### config.mk
export PLATFORM = sky130hd
export DESIGN_NAME = div5_word_serializer
export DESIGN_NICKNAME = d
export VERILOG_FILES = /design/src/rtl/div5_word_serializer.sv
export SDC_FILE = /design/constraint.sdc
export NUM_CORES = 1
export LEC_CHECK = 0
export CORE_ASPECT_RATIO = 1.5
export CORE_UTILIZATION = 45
export CTS_CLUSTER_DIAMETER = 50
export CTS_CLUSTER_SIZE = 14
export DETAILED_ROUTE_END_ITERATION = 12
export GPL_TIMING_DRIVEN = 0
export PLACE_DENSITY_LB_ADDON = 0.05
export SETUP_SLACK_MARGIN = 0.1
export SLEW_MARGIN = 0
export SYNTH_ARGS = -nofsm -noshare
export SYNTH_HDL_FRONTEND = slang
export SYNTH_SLANG_ARGS = --single-unit
### constraint.sdc
create_clock -name clk -period 2.6 [get_ports clk]
set_input_delay 0.52 -clock clk [delete_from_list [all_inputs] [get_ports clk]]
set_output_delay 0.52 -clock clk [all_outputs]
set_load 0.02 [all_outputs]
### src/rtl/div5_word_serializer.sv
// ---------------------------------------------------------------------------
// div5_word_serializer
//
// Upstream feeder for a serial divisible-by-5 checker FSM. A parallel word is
// accepted over a valid/ready handshake. The checker is then cleared for one
// cycle. The word is shifted out MSB-first, one bit per clock. After CHK_LAT
// cycles the checker's flag is sampled, and one result is reported per word.
//
// Timing, counted from the edge that accepts the word (edge 0):
//   cycle 1                      CLR   : ser_clr_n = 0
//   cycles 2 .. WIDTH+1          SHIFT : ser_dout = word bit WIDTH-1-k in cycle 2+k
//   cycles WIDTH+2 .. +CHK_LAT   WAIT  : checker output settles
//   cycle WIDTH+2+CHK_LAT        IDLE  : res_valid pulse; a new word may be accepted
//
// Parameters:
//   WIDTH    word width in bits, legal range 2..32
//   CHK_LAT  cycles from the last serial bit to a valid chk_in, legal range 0..3
//            (1 matches a registered/Moore checker, 0 a combinational/Mealy one)
//
// Ports:
//   clk        in   system clock, rising edge
//   reset_n    in   asynchronous active-low reset
//   in_valid   in   word offered on in_data
//   in_ready   out  block can accept a word this cycle (state is IDLE)
//   in_data    in   [WIDTH-1:0] word to test, unsigned
//   ser_dout   out  serial bit to the checker's din, registered
//   ser_clr_n  out  active-low clear to the checker, registered
//   chk_in     in   checker's divisible flag
//   res_valid  out  one-cycle pulse: res_div5 / res_data valid
//   res_div5   out  1 = word divisible by 5
//   res_data   out  [WIDTH-1:0] word that was tested
//   busy       out  a word is in flight (state is not IDLE)
// ---------------------------------------------------------------------------
module div5_word_serializer #(
   parameter int WIDTH   = 8,
   parameter int CHK_LAT = 1
) (
   input  logic             clk,
   input  logic             reset_n,
   input  logic             in_valid,
   output logic             in_ready,
   input  logic [WIDTH-1:0] in_data,
   output logic             ser_dout,
   output logic             ser_clr_n,
   input  logic             chk_in,
   output logic             res_valid,
   output logic             res_div5,
   output logic [WIDTH-1:0] res_data,
   output logic             busy
);

   // Bit counter only has to hold WIDTH-1 .. 0, so it never wraps in a word.
   localparam int CW = $clog2(WIDTH);

   // WAIT runs CHK_LAT cycles: load CHK_LAT-1 and leave when it reaches zero.
   localparam logic [1:0] WCNT_INIT = (CHK_LAT > 0) ? 2'(CHK_LAT - 1) : 2'd0;

   typedef enum logic [1:0] {
      S_IDLE,
      S_CLR,
      S_SHIFT,
      S_WAIT
   } state_t;

   // Registered state and datapath.
   state_t           state;
   logic [WIDTH-1:0] sr;
   logic [CW-1:0]    cnt;
   logic [1:0]       wcnt;

   // Next-state values computed combinationally.
   state_t           state_nx;
   logic [WIDTH-1:0] sr_nx;
   logic [CW-1:0]    cnt_nx;
   logic [1:0]       wcnt_nx;
   logic             ser_dout_nx;
   logic             ser_clr_n_nx;
   logic             res_valid_nx;
   logic             res_div5_nx;
   logic [WIDTH-1:0] res_data_nx;

   // Handshake and status decode from state only, never from in_valid.
   assign in_ready = (state == S_IDLE);
   assign busy     = (state != S_IDLE);

   // ------------------------------------------------------------------------
   // Next-state and next-output logic.
   // ser_dout / ser_clr_n / res_* are registers. Their next values are chosen
   // here for the state the FSM enters, so each output lines up with the cycle
   // in which that state is current.
   // ------------------------------------------------------------------------
   always_comb begin
      // NOTE: every signal written here gets a default first; a path that
      // forgot one would infer a latch instead of combinational logic.
      state_nx     = state;
      sr_nx        = sr;
      cnt_nx       = cnt;
      wcnt_nx      = wcnt;
      ser_dout_nx  = 1'b0;
      ser_clr_n_nx = 1'b1;
      res_valid_nx = 1'b0;
      res_div5_nx  = res_div5;
      res_data_nx  = res_data;

      unique case (state)
         S_IDLE: begin
            if (in_valid) begin
               // Accept: the checker sees its clear in the following cycle.
               state_nx     = S_CLR;
               sr_nx        = in_data;
               res_data_nx  = in_data;
               ser_clr_n_nx = 1'b0;
            end
         end

         S_CLR: begin
            // Present the MSB in the first SHIFT cycle.
            state_nx    = S_SHIFT;
            cnt_nx      = CW'(WIDTH - 1);
            ser_dout_nx = sr[WIDTH-1];
            sr_nx       = {sr[WIDTH-2:0], 1'b0};
         end

         S_SHIFT: begin
            if (cnt != '0) begin
               cnt_nx      = cnt - CW'(1);
               ser_dout_nx = sr[WIDTH-1];
               sr_nx       = {sr[WIDTH-2:0], 1'b0};
            end else if (CHK_LAT > 0) begin
               // Last bit is on the wire now; give the checker time to settle.
               state_nx = S_WAIT;
               wcnt_nx  = WCNT_INIT;
            end else begin
               // Combinational checker: its flag already reflects the last bit.
               state_nx     = S_IDLE;
               res_valid_nx = 1'b1;
               res_div5_nx  = chk_in;
            end
         end

         S_WAIT: begin
            if (wcnt != 2'd0) begin
               wcnt_nx = wcnt - 2'd1;
            end else begin
               state_nx     = S_IDLE;
               res_valid_nx = 1'b1;
               res_div5_nx  = chk_in;
            end
         end

         default: begin
            state_nx = S_IDLE;
         end
      endcase
   end

   // ------------------------------------------------------------------------
   // State and output registers. Reset aborts any word in flight and holds
   // the checker cleared until the first clock after release.
   // ------------------------------------------------------------------------
   always_ff @(posedge clk or negedge reset_n) begin
      if (!reset_n) begin
         state     <= S_IDLE;
         sr        <= '0;
         cnt       <= '0;
         wcnt      <= 2'd0;
         ser_dout  <= 1'b0;
         ser_clr_n <= 1'b0;
         res_valid <= 1'b0;
         res_div5  <= 1'b0;
         res_data  <= '0;
      end else begin
         // NOTE: non-blocking assignments so every register samples the values
         // from before this edge, independent of statement order.
         state     <= state_nx;
         sr        <= sr_nx;
         cnt       <= cnt_nx;
         wcnt      <= wcnt_nx;
         ser_dout  <= ser_dout_nx;
         ser_clr_n <= ser_clr_n_nx;
         res_valid <= res_valid_nx;
         res_div5  <= res_div5_nx;
         res_data  <= res_data_nx;
      end
   end

endmodule

## Yosys cells after proc, flatten, opt, wreduce, memory -nomap -nowiden

Index checks and enable logic that the tools add are counted.

- Register bits: 27
- Bits of input ports: 12
- Output and inout port bits: 14
- Word-level logic and storage cells: 51

- $add $sub $neg: 2
- Equality and inequality tests: 8
- Mux-type cells: 18
- Bitwise gates (word level): 1
- Reductions and logical operators: 13

Operators by type and width:

| operator | count |
|---|---|
| $pmux W8 S3 | 1 |
| $mux W8 | 2 |
| $mux W2 | 5 |
| $ne A2 B2 Y1 const B | 5 |
| $reduce_and A3 Y1 | 3 |
| $pmux W2 S4 | 1 |
| $reduce_bool A2 Y1 | 4 |
| $pmux W3 S2 | 1 |
| $reduce_and A2 Y1 | 3 |
| $reduce_bool A3 Y1 | 2 |
| $mux W1 | 5 |
| $eq A2 B2 Y1 const B | 2 |
| $pmux W2 S2 | 1 |
| $mux W3 | 1 |
| $sub A3 B1 Y3 const B | 1 |
| $eq A2 B1 Y1 const B | 1 |
| $logic_not A2 Y1 | 1 |
| $pmux W1 S2 | 1 |
| $sub A2 B1 Y2 const B | 1 |
| $not A1 Y1 | 1 |

## Depth between registers and ports, before layout

- Depth in word-level cells: 3
- Mapped depth: 6
- Mapped depth without buffers: 5

## Least setup slack after synthesis

Ideal clock, no wire load.

- Kind: reg2reg
- From: register state[0]
- To: register sr[0]
- Library setup time: 0.125 ns
- Arrival: 1.741 ns
- Required time: 2.475 ns
- Slack: 0.734 ns
- Cell stages (with the launch flop): 6
- Buffers on the path: 0
- Clock period less this slack: 1.866 ns
- Path through: dfrtp_1 inv_1 ha_1 nor2b_2 a311oi_4 mux2_2

- Word-level cells in the longest chain between the ends: 3
- Elaborated cells on any way between the ends: 8
- Classes of those cells: 4 x eq/ne; 1 x mux; 3 x reduce/logical

RTL lines:

| what | RTL line | RTL |
|---|---|---|
| start, declared | 66 | `state_t state;` |
| start signal, assigned | 175 | `state <= state_nx;` |
| $logic_not A2 Y1 (*) | - |  |
| named net in_ready | 41 | `output logic in_ready,` |
| $ne A2 B2 Y1 (no source line) or $reduce_bool A3 Y1 (tied branches) | - |  |
| $reduce_and A3 Y1 (no source line) | - |  |
| end signal, assigned | 176 | `sr <= sr_nx;` |
| end, declared | 67 | `logic [WIDTH-1:0] sr;` |

Mark *: on every way through the listed nets, which the timed path passes. The rest lies on a longest branch.
A chain may end at the register's enable or synchronous reset.

## Final worst setup path

- From: register state[0]
- To: output busy

- Word-level cells in the longest chain between the ends: 1

RTL lines:

| what | RTL line | RTL |
|---|---|---|
| $reduce_bool A2 Y1 | 84 | `assign busy = (state != S_IDLE);` |
| end, declared | 49 | `output logic busy` |

Every way passes these cells.

==> flow_summary.json <==
{
  "synth_cell_types": 28,
  "grt_max_degree": 28,
  "min_period_over_period_pct": 85.73,
  "setup_violations": 0,
  "cp_data_required_time_ns": 2.08,
  "final_common_cell": "dfrtp_1",
  "fin_crit_ns": 2.229,
  "start_util_pct": 48.60,
  "firstDrtPassIters": 4,
  "peakVddDrop_mv": 0.7510,
  "synth_ff_type": "dfrtp_1",
  "cts_tree": "done",
  "crit_path_top_delay_cell": "clkdlybuf4s50_1",
  "ant_nets": 0,
  "synth_top_area_share_pct": 50.33,
  "cp_data_arrival_time_ns": 1.71,
  "drv_slew": 0,
  "final_cell_mix": "dfrtp_1 (27), mux2_2 (26), clkdlybuf4s50_1 (24), inv_1 (9), ha_1 (8)",
  "clk_pin_slew_ns": 0.09,
  "fmax_mhz": 448.6,
  "synth.area.top_cells": "dfrtp_1 (50%), mux2_2 (22%), ha_1 (7.5%)",
  "outcome": "finished, final reports clean",
  "grt-ovfl-total": 0,
  "area_growth_syn_to_layout_pct": 25.07,
  "root_buffer": "clkbuf_8",
  "antenna_found_initial": 0,
  "r2r-start": "state[0]$_DFFE_PN0P_",
  "crit_family": "buffers and inverters",
  "finClkSkew_ns": 0.004269,
  "synthCells": 107,
  "crit_type": "flop to output port",
  "gp_congestion": 0.7839,
  "worst-path-buf-inv": 3,
  "synth_seq_cells": 27,
  "io_pins": 26,
  "n_antenna_cell": 0,
  "syn_area_per_cell_um2": 12.55,
  "die_h_um": 68.90,
  "final_hold_viol_count": 0,
  "synth_compound_area_share_pct": 8.760,
  "tightest_slew_ns": 0.6187,
  "drc": 0,
  "crit_fanout": 4,
  "crit_top_cell": "inv_1",
  "cts_buffers": 3,
  "routedWlPerCell_um": 13.48,
  "final_layout_size_suffix_gt1_share_pct": 25.00,
  "crit_start": "state[0]$_DFFE_PN0P_",
  "grt.total_usage_pct": 17.07,
  "clock_sinks": 27,
  "portBuffers": 25,
  "synth_edf_count": 0,
  "ys_warn_count": 0,
  "avgViaCountPerCell": 5.185,
  "path_cells": "inv_1 -> ha_1 -> inv_1 -> clkdlybuf4s50_1",
  "initialDrtViolationCount": 10,
  "cts_resized": 0,
  "power.density_nw_per_um2": 1256,
  "synth-simple-area-share_pct": 6.990,
  "final_net_count": 157,
  "synth_seq_area_share_pct": 50.33,
  "synth_fp_nets": 127,
  "muxShareOfSynthArea_pct": 21.81,
  "power_w": 0.002110,
  "fin_tns_setup_ns": 0,
  "max_stage_delay_ns": 0.60,
  "hpwl_mm": 1.705,
  "grt_first_pass_wirelength_mm": 3.926,
  "insertion_delay_ns": 0.27,
  "syn_area_um2": 1343,
  "cts_setup_buffers": 0,
  "synth_top_family_by_area": "multiplexers",
  "yosysTopAreaCell": "dfrtp_1",
  "h-tree-depth": 1,
  "drt-total-wl_mm": 2.332,
  "fillCellCount": 252,
  "start_kind": "flop",
  "max_slew_margin_pct": 58.76,
  "maxCapViolCount": 0,
  "fp-row-count": 23,
  "rsz0062_at_grt": "false",
  "hold_path.class": "input port to async pin",
  "synth_fa_ha_area_share_pct": 7.456,
  "cp-end-kind": "output port",
  "leakagePower_nw": 0.7297,
  "ctsLongestPathBuffers": 2,
  "hold_buffers": 0,
  "r2r_slack_ns": 0.61,
  "grt_pass1_vias": 911,
  "synthArstFlopShare_pct": 100.0,
  "dieArea_um2": 3210,
  "synthXorXnorAreaFrac_pct": 0.6524,
  "core_area_um2": 2763,
  "num_vias": 897,
  "die_w_um": 46.60
}
## cell usage after synthesis, types with 2 or more instances
cell and n:
a21oi_1 5, clkbuf_1 3, dfrtp_1 27, ha_1 8
inv_1 9, mux2_2 26, nand2_1 2, nand2b_1 3
nor2_1 3, nor3_1 2, o32a_1 2
## through the flow
step,utilization (%),cells,instance area (µm²),setup slack [ns],hold WS (ns)
floorplan,-,107,1343,0.7344,0.2244
global placement,59.33,169,1639,0.4368,0.4860
detailed placement,59.33,169,1639,0.4502,0.4921
CTS,60.96,173,1684,0.3632,0.5134
global route,60.78,173,1679,0.3048,0.3040
finish,60.78,173,1679,0.3710,0.2580
## area by class of cell
type | count | area [µm²] | share of cell area [%]
tap | 37 | 46.29 | 2.757
sequential | 27 | 675.6 | 40.24
inverter | 9 | 33.78 | 2.012
multi-input combinational | 66 | 613.1 | 36.51
buffer | 5 | 20.02 | 1.192
clock buffer | 4 | 45.04 | 2.683
timing repair buffer | 25 | 245.2 | 14.61
## worst paths after layout
check                                           to  depth (start not counted)
max                                           busy                          4
max in group asynchronous     res_div5$_DFFE_PN0P_                          1
min in group clk           res_data[0]$_DFFE_PN0P_                          1
max reg2reg                      sr[2]$_DFFE_PN0P_                          5
min reg2reg                res_data[0]$_DFFE_PN0P_                          1
min                             cnt[0]$_DFFE_PN0P_                          1
## logic make-up (layout without fill, tap and decap cells)
group,Yosys count,after routing
compound gates,14,14
xor+xnor,1,1
fa+ha+maj,8,8
buf+inv,14,43
flops,27,27
mux,26,26
simple gates,17,17
## power breakdown
group / internal, W / switching (W)
clock: 0.000110 / 0.000122
sequential: 0.000614 / 0.0000948
combinational: 0.000627 / 0.000542
total: 0.00135 / 0.000759
## worst reg2reg max path, stage by stage (launching register included)
cell	delay, ns
dfrtp_1	0.41
inv_1	0.10
ha_1	0.25
nor2b_2	0.18
a311oi_4	0.53
mux2_2	0.40
## flip-flops by register name, summed over array words and instances, names as in the netlist
name and count:
res_data 8, sr 8, cnt 3, state 2, wcnt 2, res_div5 1, res_valid 1, ser_clr_n 1
ser_dout 1
## layer usage
metal,routed length (µm),track usage (%)
met5,0,0
met4,39,7.721
met3,65,2.344
met2,1232,30.03
met1,994,19.76
Power figures use the tool's default switching activity.
==> RTL edit: new RTL, config.mk and constraints unchanged <==
Re-encode `state_t` (4 states) as one-hot, 4 bits wide.
--- a/src/rtl/div5_word_serializer.sv
+++ b/src/rtl/div5_word_serializer.sv
@@ -55,11 +55,11 @@
    // WAIT runs CHK_LAT cycles: load CHK_LAT-1 and leave when it reaches zero.
    localparam logic [1:0] WCNT_INIT = (CHK_LAT > 0) ? 2'(CHK_LAT - 1) : 2'd0;
 
-   typedef enum logic [1:0] {
-      S_IDLE,
-      S_CLR,
-      S_SHIFT,
-      S_WAIT
+   typedef enum logic [3:0] {
+      S_IDLE  = 4'b0001,
+      S_CLR   = 4'b0010,
+      S_SHIFT = 4'b0100,
+      S_WAIT  = 4'b1000
    } state_t;
 
    // Registered state and datapath.
Behaviour: no difference found for any inputs over 10 cycles, from zero or initial values and one cycle with reset_n low; not proved beyond that.
==> RTL edit against the original RTL <==
- design area up 1.6%
- setup slack worse by 110 ps
- critical path depth unchanged
- non-clock buffer count unchanged
- total power down 8.9%
- area after synthesis down 1.2%
- wire length up 3.2%
- sequential cell count up 2
- critical path type unchanged
- clock skew about the same
==> RTL edit: results (changes against the original RTL) <==
Outcome
  – Status: complete, no violations

Timing
  – Clk_skew: 3.90 ps (-0.364 ps)
  – Worst-margin pin slew: 637 ps (+18.0 ps)
  – Setup TNS: 0 ps (unchanged)
  – Final Hold Viols: 0 (unchanged)

Synthesis
  – Synth Area in Adders: 2.83% (-4.6 points)
  – Compound-Gate Fraction of Synth Area: 9.43% (+0.67 points)
  – Synth top cells by count: 28 x dfrtp_1, 11 x nor2_1, 10 x inv_1
  – Top area cells in the synthesized netlist: dfrtp_1 53%, mux2_2 6.8%, mux2i_1 5.3%
  – Ys Warns: 0 (unchanged)
  – Sequential-to-total area share from yosys stat: 54.8% (+4.5 points)
  – Synth Area in XOR/XNOR: 0.660% (+0.0080 points)
  – Post-Synthesis Cells: 113 (+5.6%)
  – Synthesized net count: 128 (+0.79%)
  – Distinct cells, synth: 33 (+18%)
  – Async SR Flop Fraction: 100% (unchanged)
  – Mux share of post-synthesis cell area: 12.1% (-9.7 points)

Power and ir drop
  – Peak VDD IR: 615 uV (-18%)
  – Static leakage: 0.811 nW (+11%)

Final layout
  – Layout cells sized above 1: 20.7% (-4.3 points)
  – Final nets: 160 (+1.9%)
  – Biggest regs: res_data (8), sr (8), state (4)
  – Ant. Diodes: 0 (unchanged)
  – # fillers: 232 (-7.9%)

GRT
  – Total GRT Usage: 18.3% (+1.2 points)
  – Largest net degree at the start of global routing: 30 (+7.1%)
  – Number of antenna violations at the first check in global routing: 0 (unchanged)
  – Number of global-route vias before repair: 914 (+0.33%)
  – First-pass GRT wire length: 3950 um (+0.51%)

Critical path
  – Worst Setup Start Kind: flop
  – CP peak stage delay: 540 ps (-60 ps)
  – Critical Path AT: 1820 ps (+110 ps)
  – Slowest CP cell: clkdlybuf4s50_1
  – CP max FO: 10 (+6)
  – Worst R2R Start: cnt[0]
  – Worst Setup SP: state[3]

Placed design
  – DP Cell Count: 175 (+3.6%)
  – Dpl cell area: 1620 um2 (-0.99%)
  – Final Wtd Congestion: 0.797 (+1.7%)
  – Pre-CTS setup slack: 462 ps (+11.5 ps)
  – IO buf count: 25 (unchanged)
  – Final HPWL DP: 1730 um (+1.5%)

Min path
  – Worst min-delay path category: in -> async

CTS
  – H-tree depth: 2 (+1)
  – Post-CTS Setup Repair Bufs: 0 (unchanged)
  – CTS Buf Count: 5 (+2)
  – Worst-Skew Late Latency: 280 ps
  – Clock-pin slew of the registers on the worst-case setup and hold paths: 60 ps (-30 ps)
  – Post-CTS sizing: 0 (unchanged)

Routing
  – WL/cell: 13.2 um (-1.9%)
  – First drt pass iteration count: 2 (-2)
  – Routed wire length: 2410 um (+3.2%)
  – 1st-iter DRT viols: 23 (+13)
  – Via density per instance: 4.90 (-5.6%)
## RTL edit: cell type report
class	instances	area (um2)	share of cell area [%]
buffer	5	38.8	2.27
clock buffer	7	86.3	5.06
inverter	10	37.5	2.20
multi-input combinational	69	523	30.6
sequential	29	727	42.6
tap	37	46.3	2.71
timing repair buffer	25	248	14.5
## RTL edit: final timing paths
| check | depth (start not counted) | slack, ps | endpoint |
|---|---|---|---|
| max in group asynchronous | 1 | 1920 | res_data[3] |
| min in group clk | 1 | 480 | cnt[0] |
| worst min register to register | 1 | 480 | cnt[0] |
| worst max register to register | 7 | 550 | sr[0] |
| worst min-delay path | 1 | 260 | cnt[0] |
| worst max-delay path | 4 | 260 | busy |
## RTL edit: power by group
group	internal (mW)	switching, mW
Combinational	0.416	0.423
Sequential	0.627	0.0916
Clock	0.209	0.155
## RTL edit: routing by layer
metal	global-route usage (%)	routed length, um
met5	0	0
met4	8.82	56
met3	7.29	96
met2	30.0	1290
met1	20.0	965
